$ cat config.mk
export PLATFORM = sky130hd
export DESIGN_NAME = rattlesnake_mem_arbiter
export DESIGN_NICKNAME = d
export VERILOG_FILES = /design/src/rtl/rattlesnake_mem_arbiter_pkg.sv /design/src/rtl/mem_arb_prio.sv /design/src/rtl/rattlesnake_mem_arbiter.sv
export SDC_FILE = /design/constraint.sdc
export NUM_CORES = 1
export LEC_CHECK = 0
export CAP_MARGIN = 20
export CELL_PAD_IN_SITES_DETAIL_PLACEMENT = 1
export CELL_PAD_IN_SITES_GLOBAL_PLACEMENT = 2
export CORE_UTILIZATION = 21
export DETAILED_ROUTE_END_ITERATION = 7
export MAX_ROUTING_LAYER = met4
export PLACE_DENSITY = 0.89
export SYNTH_ARGS = -nofsm -noshare
export SYNTH_HDL_FRONTEND = slang
export SYNTH_SLANG_ARGS = --single-unit
export TNS_END_PERCENT = 10
$ cat constraint.sdc
create_clock -name clk -period 2.8 [get_ports clk]
set_input_delay 0.56 -clock clk [delete_from_list [all_inputs] [get_ports clk]]
set_output_delay 0.56 -clock clk [all_outputs]
set_load 0.005 [all_outputs]
$ cat src/rtl/rattlesnake_mem_arbiter_pkg.sv
// Shared types and constants for the Rattlesnake memory-port arbiter.
package rattlesnake_mem_arbiter_pkg;

  localparam int MEM_ADDR_BITS = 16;
  localparam int XLEN          = 32;
  localparam int XLEN_BYTES    = XLEN / 8;

  localparam logic [1:0] OWN_NONE = 2'd0;
  localparam logic [1:0] OWN_OCD  = 2'd1;
  localparam logic [1:0] OWN_CODE = 2'd2;
  localparam logic [1:0] OWN_DATA = 2'd3;

  typedef enum logic [1:0] {
    S_CPU   = 2'd0,
    S_DRAIN = 2'd1,
    S_OCD   = 2'd2
  } arb_state_e;

  typedef struct packed {
    logic ocd;
    logic code;
    logic data;
  } arb_gnt_t;

endpackage

$ cat src/rtl/mem_arb_prio.sv
// Combinational priority encoder: picks at most one requester per cycle.
module mem_arb_prio
  import rattlesnake_mem_arbiter_pkg::*;
(
  input  logic       enable,
  input  arb_state_e state,
  input  logic       ocd_req,
  input  logic       code_req,
  input  logic       data_req,
  input  logic       starve,
  output arb_gnt_t   gnt
);

  always_comb begin
    gnt = '0;
    if (enable) begin
      case (state)
        S_CPU: begin
          if (ocd_req)                 gnt.ocd  = 1'b1;
          else if (code_req && starve) gnt.code = 1'b1;
          else if (data_req)           gnt.data = 1'b1;
          else if (code_req)           gnt.code = 1'b1;
        end
        S_OCD:   gnt.ocd = ocd_req;
        default: gnt = '0;
      endcase
    end
  end

endmodule

$ cat src/rtl/rattlesnake_mem_arbiter.sv
// Three-way arbiter for the shared memory port with OCD lock sessions and
// owner-tagged read return.
module rattlesnake_mem_arbiter
  import rattlesnake_mem_arbiter_pkg::*;
#(
  parameter int unsigned STARVE_LIMIT = 4,
  parameter int unsigned CNT_BITS     = 3
) (
  input  logic                     clk,
  input  logic                     reset_n,
  input  logic                     sync_reset,
  input  logic                     ocd_lock_req,
  output logic                     ocd_lock_ack,
  input  logic                     ocd_req,
  input  logic                     ocd_we,
  input  logic [MEM_ADDR_BITS-1:0] ocd_addr,
  input  logic [XLEN-1:0]          ocd_wdata,
  output logic                     ocd_gnt,
  output logic                     ocd_rvalid,
  input  logic                     code_req,
  input  logic [MEM_ADDR_BITS-1:0] code_addr,
  output logic                     code_gnt,
  output logic                     code_rvalid,
  input  logic                     data_req,
  input  logic [XLEN_BYTES-1:0]    data_be,
  input  logic [MEM_ADDR_BITS-1:0] data_addr,
  input  logic [XLEN-1:0]          data_wdata,
  output logic                     data_gnt,
  output logic                     data_rvalid,
  output logic [XLEN-1:0]          rdata,
  output logic [MEM_ADDR_BITS-1:0] mem_addr,
  output logic                     mem_read_en,
  output logic [XLEN_BYTES-1:0]    mem_write_en,
  output logic [XLEN-1:0]          mem_write_data,
  input  logic [XLEN-1:0]          mem_read_data
);

  arb_state_e               state_q;
  logic [CNT_BITS-1:0]      starve_cnt;
  logic [1:0]               owner_q, owner_d;
  logic [MEM_ADDR_BITS-1:0] addr_q;
  logic [XLEN-1:0]          wdata_q;
  arb_gnt_t                 gnt;
  logic                     starve;

  assign starve = 32'(starve_cnt) >= STARVE_LIMIT;

  mem_arb_prio u_prio (
    .enable   (reset_n),
    .state    (state_q),
    .ocd_req  (ocd_req),
    .code_req (code_req),
    .data_req (data_req),
    .starve   (starve),
    .gnt      (gnt)
  );

  assign ocd_gnt  = gnt.ocd;
  assign code_gnt = gnt.code;
  assign data_gnt = gnt.data;

  // Idle cycles replay the held address/data so the RAM pins stay quiet.
  always_comb begin
    mem_addr       = addr_q;
    mem_write_data = wdata_q;
    mem_read_en    = 1'b0;
    mem_write_en   = '0;
    owner_d        = OWN_NONE;
    if (gnt.ocd) begin
      mem_addr       = ocd_addr;
      mem_write_data = ocd_wdata;
      if (ocd_we) begin
        mem_write_en = '1;
      end else begin
        mem_read_en = 1'b1;
        owner_d     = OWN_OCD;
      end
    end else if (gnt.code) begin
      mem_addr    = code_addr;
      mem_read_en = 1'b1;
      owner_d     = OWN_CODE;
    end else if (gnt.data) begin
      mem_addr       = data_addr;
      mem_write_data = data_wdata;
      if (|data_be) begin
        mem_write_en = data_be;
      end else begin
        mem_read_en = 1'b1;
        owner_d     = OWN_DATA;
      end
    end
  end

  always_ff @(posedge clk or negedge reset_n) begin
    if (!reset_n) begin
      state_q      <= S_CPU;
      ocd_lock_ack <= 1'b0;
    end else if (sync_reset) begin
      state_q      <= S_CPU;
      ocd_lock_ack <= 1'b0;
    end else begin
      case (state_q)
        S_CPU: if (ocd_lock_req) state_q <= S_DRAIN;
        S_DRAIN: begin
          state_q      <= S_OCD;
          ocd_lock_ack <= 1'b1;
        end
        S_OCD: if (!ocd_lock_req) begin
          state_q      <= S_CPU;
          ocd_lock_ack <= 1'b0;
        end
        default: begin
          state_q      <= S_CPU;
          ocd_lock_ack <= 1'b0;
        end
      endcase
    end
  end

  always_ff @(posedge clk or negedge reset_n) begin
    if (!reset_n) begin
      starve_cnt <= '0;
      owner_q    <= OWN_NONE;
      addr_q     <= '0;
      wdata_q    <= '0;
    end else if (sync_reset) begin
      starve_cnt <= '0;
      owner_q    <= OWN_NONE;
      addr_q     <= '0;
      wdata_q    <= '0;
    end else begin
      owner_q <= owner_d;
      addr_q  <= mem_addr;
      wdata_q <= mem_write_data;
      if (gnt.code) begin
        starve_cnt <= '0;
      end else if (code_req && (starve_cnt != '1)) begin
        starve_cnt <= starve_cnt + 1'b1;
      end
    end
  end

  assign ocd_rvalid  = (owner_q == OWN_OCD);
  assign code_rvalid = (owner_q == OWN_CODE);
  assign data_rvalid = (owner_q == OWN_DATA);
  assign rdata       = mem_read_data;

endmodule

After elaboration in Yosys (flattened, before gate mapping)
Index checks and enable logic that the tools add are counted.
- $add $sub $neg: 1
- order comparisons: 1
- equality and inequality tests: 9
- mux-type cells: 44
- reduce and logical (&&, ||, !) cells: 7
- operators by type and width (cell ; count):
    two-way mux 32 bit ; 4
    two-way mux 16 bit ; 4
    two-way mux 2 bit ; 10
    two-way mux 4 bit ; 5
    two-way mux 1 bit ; 14
    two-way mux 3 bit ; 4
    inequality test 3 bit (second input constant) ; 3
    equality test 2 bit (second input constant) ; 3
    case mux 2 bit (3 select lines) ; 1
    equality test 2 x 1 -> 1 bit (second input constant) ; 2
    AND reduction 2 bit ; 2
    OR reduction 4 bit ; 1
    adder 3 x 1 -> 3 bit (second input constant) ; 1
    greater-or-equal comparator 3 bit (second input constant) ; 1
    case mux 1 bit (3 select lines) ; 1
    nonzero test 3 bit ; 1
    logical AND 1 bit ; 2
    zero test 2 bit ; 1
    inequality test 2 bit (second input constant) ; 1
    case mux 1 bit (2 select lines) ; 1
- flip-flop bits (word level): 56
- input port bits: 156
- output and inout port bits: 92
- logic and storage cells: 68

Depth between registers and ports, before layout
Gate-level depths: netlist of run 1.
- depth in word-level cells: 10
- mapped depth: 6
- mapped depth without buffers: 5

Cells and area by module
A second synthesis of run 1 with hierarchy kept.
- cells, all modules: 355
- area, all modules: 3440.8 um^2
- modules (own cells, without submodules) (module ; instances ; cells an instance ; area an instance (um^2) ; sequential area each (um^2)):
    rattlesnake_mem_arbiter ; 1 ; 349 ; 3393.3 ; 1401.3
    mem_arb_prio ; 1 ; 6 ; 47.5 ; 0.0

Worst setup path before layout of run 1
OpenSTA, ideal clock, no wires.
- path type: input to output
- start: input ocd_req
- end: output mem_write_data[0]
- data arrival time: 1720 ps
- data required time: 2240 ps
- setup slack: 520 ps
- cell stages on the path: 5
- path buffers: 1
- path through: nor4b_4 nand3_4 buf_6 mux2i_1 a21oi_1
- longest elaborated chain between the ends: 6
- elaborated cells on any way between the ends: 8
- classes of those cells: mux: 8
- RTL lines (element ; RTL line ; text):
    from (decl) ; rattlesnake_mem_arbiter.sv:14 ; input logic ocd_req,
    two-way mux 2 bit ; mem_arb_prio.sv:19 ; if (ocd_req) gnt.ocd = 1'b1;
    two-way mux 2 bit ; mem_arb_prio.sv:17 ; case (state)
    two-way mux 3 bit (*) ; mem_arb_prio.sv:16 ; if (enable) begin
    two-way mux 32 bit ; rattlesnake_mem_arbiter.sv:82 ; end else if (gnt.data) begin
    two-way mux 32 bit ; rattlesnake_mem_arbiter.sv:78 ; end else if (gnt.code) begin
    two-way mux 32 bit (*) ; rattlesnake_mem_arbiter.sv:69 ; if (gnt.ocd) begin
    to (decl) ; rattlesnake_mem_arbiter.sv:34 ; output logic [XLEN-1:0] mem_write_data,
Mark *: on every way between the ends. The rest lies on a longest branch, timed or not.

Worst setup path after layout of run 1
- start: input ocd_req
- end: output mem_write_data[17]
The elaborated chain is that of the path after synthesis.

==> metrics.md, run 1 <==
| Metric | Value |
|---|---|
| Final #Nets | 795 |
| Gate power share | 0.371 |
| R2r setup slk | 0.92 ns |
| Initial antenna violation count | 1 |
| R2R cell count | 7 |
| Fill cells | 2066 |
| Fin worst setup slack | -0.194 ns |
| Fraction of layout cells with a size suffix above 1 | 0.201 |
| Unrepaired setup endpoints after global routing | yes |
| Max-slew headroom | 0.638 |
| Row count | 49 |
| RePlAce Congestion | 0.842 |
| Crit. Startpoint | ocd_req |
| Share of the synthesized area in the top cell type | 0.362 |
| Final max-slew violation count | 0 |
| Peak supply drop | 223 uV |
| Root buf cell | clkbuf_16 |
| H-tree levels | 2 |
| GRT Max-Usage Layer | met2 |
| M1 GR Usage | 0.169 |
| Worst r2r dst | addr_q[8] |
| Count leader, synth | dfrtp_1 |
| Total track usage | 0.155 |
| Register area share after synthesis | 0.362 |
| Leak | 3.14 nW |
| Clock Skews | 0.00656 ns |
| Reg-to-Reg Start | state_q[1] |
| Worst slew pin tran | 0.543 ns |
| Synth area leaders | dfrtp_1 (36%), mux2i_1 (13%), a211oi_1 (6.4%) |
| Initial DRC Count | 106 |
| Final-report hold violation count | 0 |
| Crit path time final | 2.99 ns |
| Worst endpoint required time | 2.24 ns |
| Worst Setup EP | mem_write_data[17] |
| Pre-CTS setup slack | -0.631 ns |
| Remaining Overflow, GRT | 0 |
| Syn avg cell area | 9.15 sq um |
| Setup_tns | -2.52 ns |
| Crit Path Class | in2out |
| Sw Share | 0.288 |
| Number of global-route vias before repair | 4539 |
| Share of flip-flops with an asynchronous set or reset | 1.00 |
| Net count after synthesis | 581 |
| Cell variety after synth | 30 |
| GRT met3 Usage | 0.0346 |
| Die Wd | 138 um |
| CTS tree | yes |
| EDFF count, synth | 0 |
| First-pass GRT wire length | 22100 um |
| Initial Util | 0.215 |
| Internal power | 0.00171 W |
| Final setup fails | 20 |
| WL final | 14600 um |
| Antenna viol nets, final | 0 |
| Via density | 4.84 |
| Clock Sink Count | 56 |
| Io pins | 248 |
| Routed len/inst | 16.8 um |
| Post-synthesis cell count | 423 |
| Clock share of power | 0.257 |
| Core area | 18000 sq um |
| Seq cells post-synth | 56 |
| CP max FO | 33 |
| Fin crit share | 1.07 |
| Multi-input gate area | 2090 sq um |
| Worst-skew pair later-pin latency | 0.30 ns |
| Max Clk Rate | 0.334 GHz |
| IO Port Bufs | 183 |
| Post-Syn Area | 3870 sq um |
| Die ar. | 19000 sq um |
| Status | finished, violations left |
| Largest net degree at the start of global routing | 34 |
| Primary FF master, synth | dfrtp_1 |
| Synth-to-Final Area Change | 67.7% |
| PwrDens | 371 nW/um^2 |
| Global Route met2 Usage | 0.277 |
| Total power | 0.00241 W |
| Failing checks | setup timing |
| Hold Buf Count CTS | 0 |
| Max Buffers Root-to-Sink | 2 |
| Final HPWL DP | 11100 um |
| Arrival time of the worst setup path | 2.43 ns |
| Cell taking the most area after synthesis | dfrtp_1 |
| DRC | 0 |
| Routed vias | 4200 |
| Number of synthesis warnings | 0 |
| Die Ht | 138 um |
| Hold WC Path Type | in2async |
| Number of detailed-route iterations in the first pass | 4 |
| Sequential Power Share | 0.372 |
| CP Capture Type | output port |
| FF+latch area | 1400 sq um |
| Cts bufs inserted | 5 |
| Max-cap check violation count | 0 |
| Clk slew on worst S/H paths | 0.07 ns |
| Post-synth top cells | dfrtp_1 (56), nor2_1 (54), mux2i_1 (50) |
| Startpoint class of the critical path | primary input |
| Sw Pwr | 0.000693 W |
[worst min-delay path by stage]
stage,cells after the start,to,slack [ns]
floorplan,0,addr_q[0],0.26
global placement,2,starve_cnt[1],0.51
detailed placement,2,starve_cnt[1],0.54
CTS,2,starve_cnt[2],0.29
global route,2,starve_cnt[1],0.31
finish,2,starve_cnt[2],0.28
[layer usage]
layer | vias up | wire (um) | part of all wire
met5 | - | 0 | 0
met1 | 2028 | 5940 | 0.41
met4 | 0 | 242 | 0.017
li1 | 1974 | - | -
met2 | 169 | 7380 | 0.51
met3 | 29 | 1040 | 0.071
[sequential cells by signal, indices dropped and copies added (netlist names)]
| register | cells |
|---|---|
| addr_q | 16 |
| ocd_lock_ack | 1 |
| owner_q | 2 |
| starve_cnt | 3 |
| state_q | 2 |
| wdata_q | 32 |
[metrics by stage]
| step | instances | hold WS [ns] | instance area [sq um] | util |
|---|---|---|---|---|
| floorplan | 423 | 0.264 | 3870 | - |
| global placement | 855 | 0.510 | 6280 | 0.348 |
| detailed placement | 855 | 0.544 | 6280 | 0.348 |
| CTS | 864 | 0.291 | 6410 | 0.356 |
| global route | 867 | 0.314 | 6490 | 0.360 |
| finish | 867 | 0.283 | 6490 | 0.360 |
[placed cells by master, fill, tap and decap left out, drive strengths merged, types with 5 or more instances in the layout]
master	instances
buf	94
a22o	20
o221ai	16
a31oi	16
a211oi	33
clkbuf	17
clkdlybuf4s50	144
dlygate4sd2	6
nand2	18
nor2b	5
dlymetal6s2s	15
mux2i	50
nor2	54
dfrtp	56
a21oi	34
clkdlybuf4s15	5
nand2b	19
a311oi	16
[power groups by stage]
stage,logic (W),registers [W],clock network (W)
5_1_grt,0.000970,0.000901,0.000669
2_1_floorplan,0.000391,0.000901,0
6_report,0.000893,0.000895,0.000618
3_5_place_dp,0.000912,0.000909,0
3_3_place_gp,0.000883,0.000905,0
4_1_cts,0.000899,0.000894,0.000649
[critical path, stage by stage]
cell	delay (ns)
dlygate4sd2_1	0.28
nor4b_4	0.22
buf_4	0.17
nand3_4	0.07
buf_12	0.18
mux2i_1	0.17
a21oi_1	0.19
clkdlybuf4s50_1	0.55
[what timing repair did]
item / CTS / global route
endpoints found under the setup margin: 55 / 54
gates resized for setup: 28 / 54
setup buffers: 1 / 2
cloned: 1 / 0
pin swaps: 8 / 11
[logic make-up (layout without fill, tap and decap cells)]
| family | Yosys count | after routing | share of synthesized area |
|---|---|---|---|
| xor gates and xnor gates | 1 | 1 | 0.00226 |
| other | 0 | 1 | 0 |
| DFF | 56 | 56 | 0.362 |
| muxes | 50 | 50 | 0.129 |
| AOI/OAI and AO/OA | 136 | 136 | 0.253 |
| buffers and inverters | 70 | 284 | 0.111 |
| and+or+nand+nor | 108 | 108 | 0.135 |
| adders and majority gates | 2 | 2 | 0.00647 |
[layout make-up]
cell class,count,share of cell area
repair buffers,275,0.396
clock inverters,1,0.000771
multi-input cells,297,0.322
flip-flops and latches,56,0.216
clock buffers,6,0.0199
inverters,2,0.00116
well taps,229,0.0441
diodes,1,0.000386
(Power assumes the default switching activity.)
==> run 2: changes to the inputs <==
--- a/config.mk
+++ b/config.mk
@@ -12,6 +12,7 @@
 export DETAILED_ROUTE_END_ITERATION = 7
 export MAX_ROUTING_LAYER = met4
 export PLACE_DENSITY = 0.89
+export SLEW_MARGIN = 10
 export SYNTH_ARGS = -nofsm -noshare
 export SYNTH_HDL_FRONTEND = slang
 export SYNTH_SLANG_ARGS = --single-unit
==> results of run 2 <==
Same layout as run 1: the final DEF is identical, and so are final timing and power.
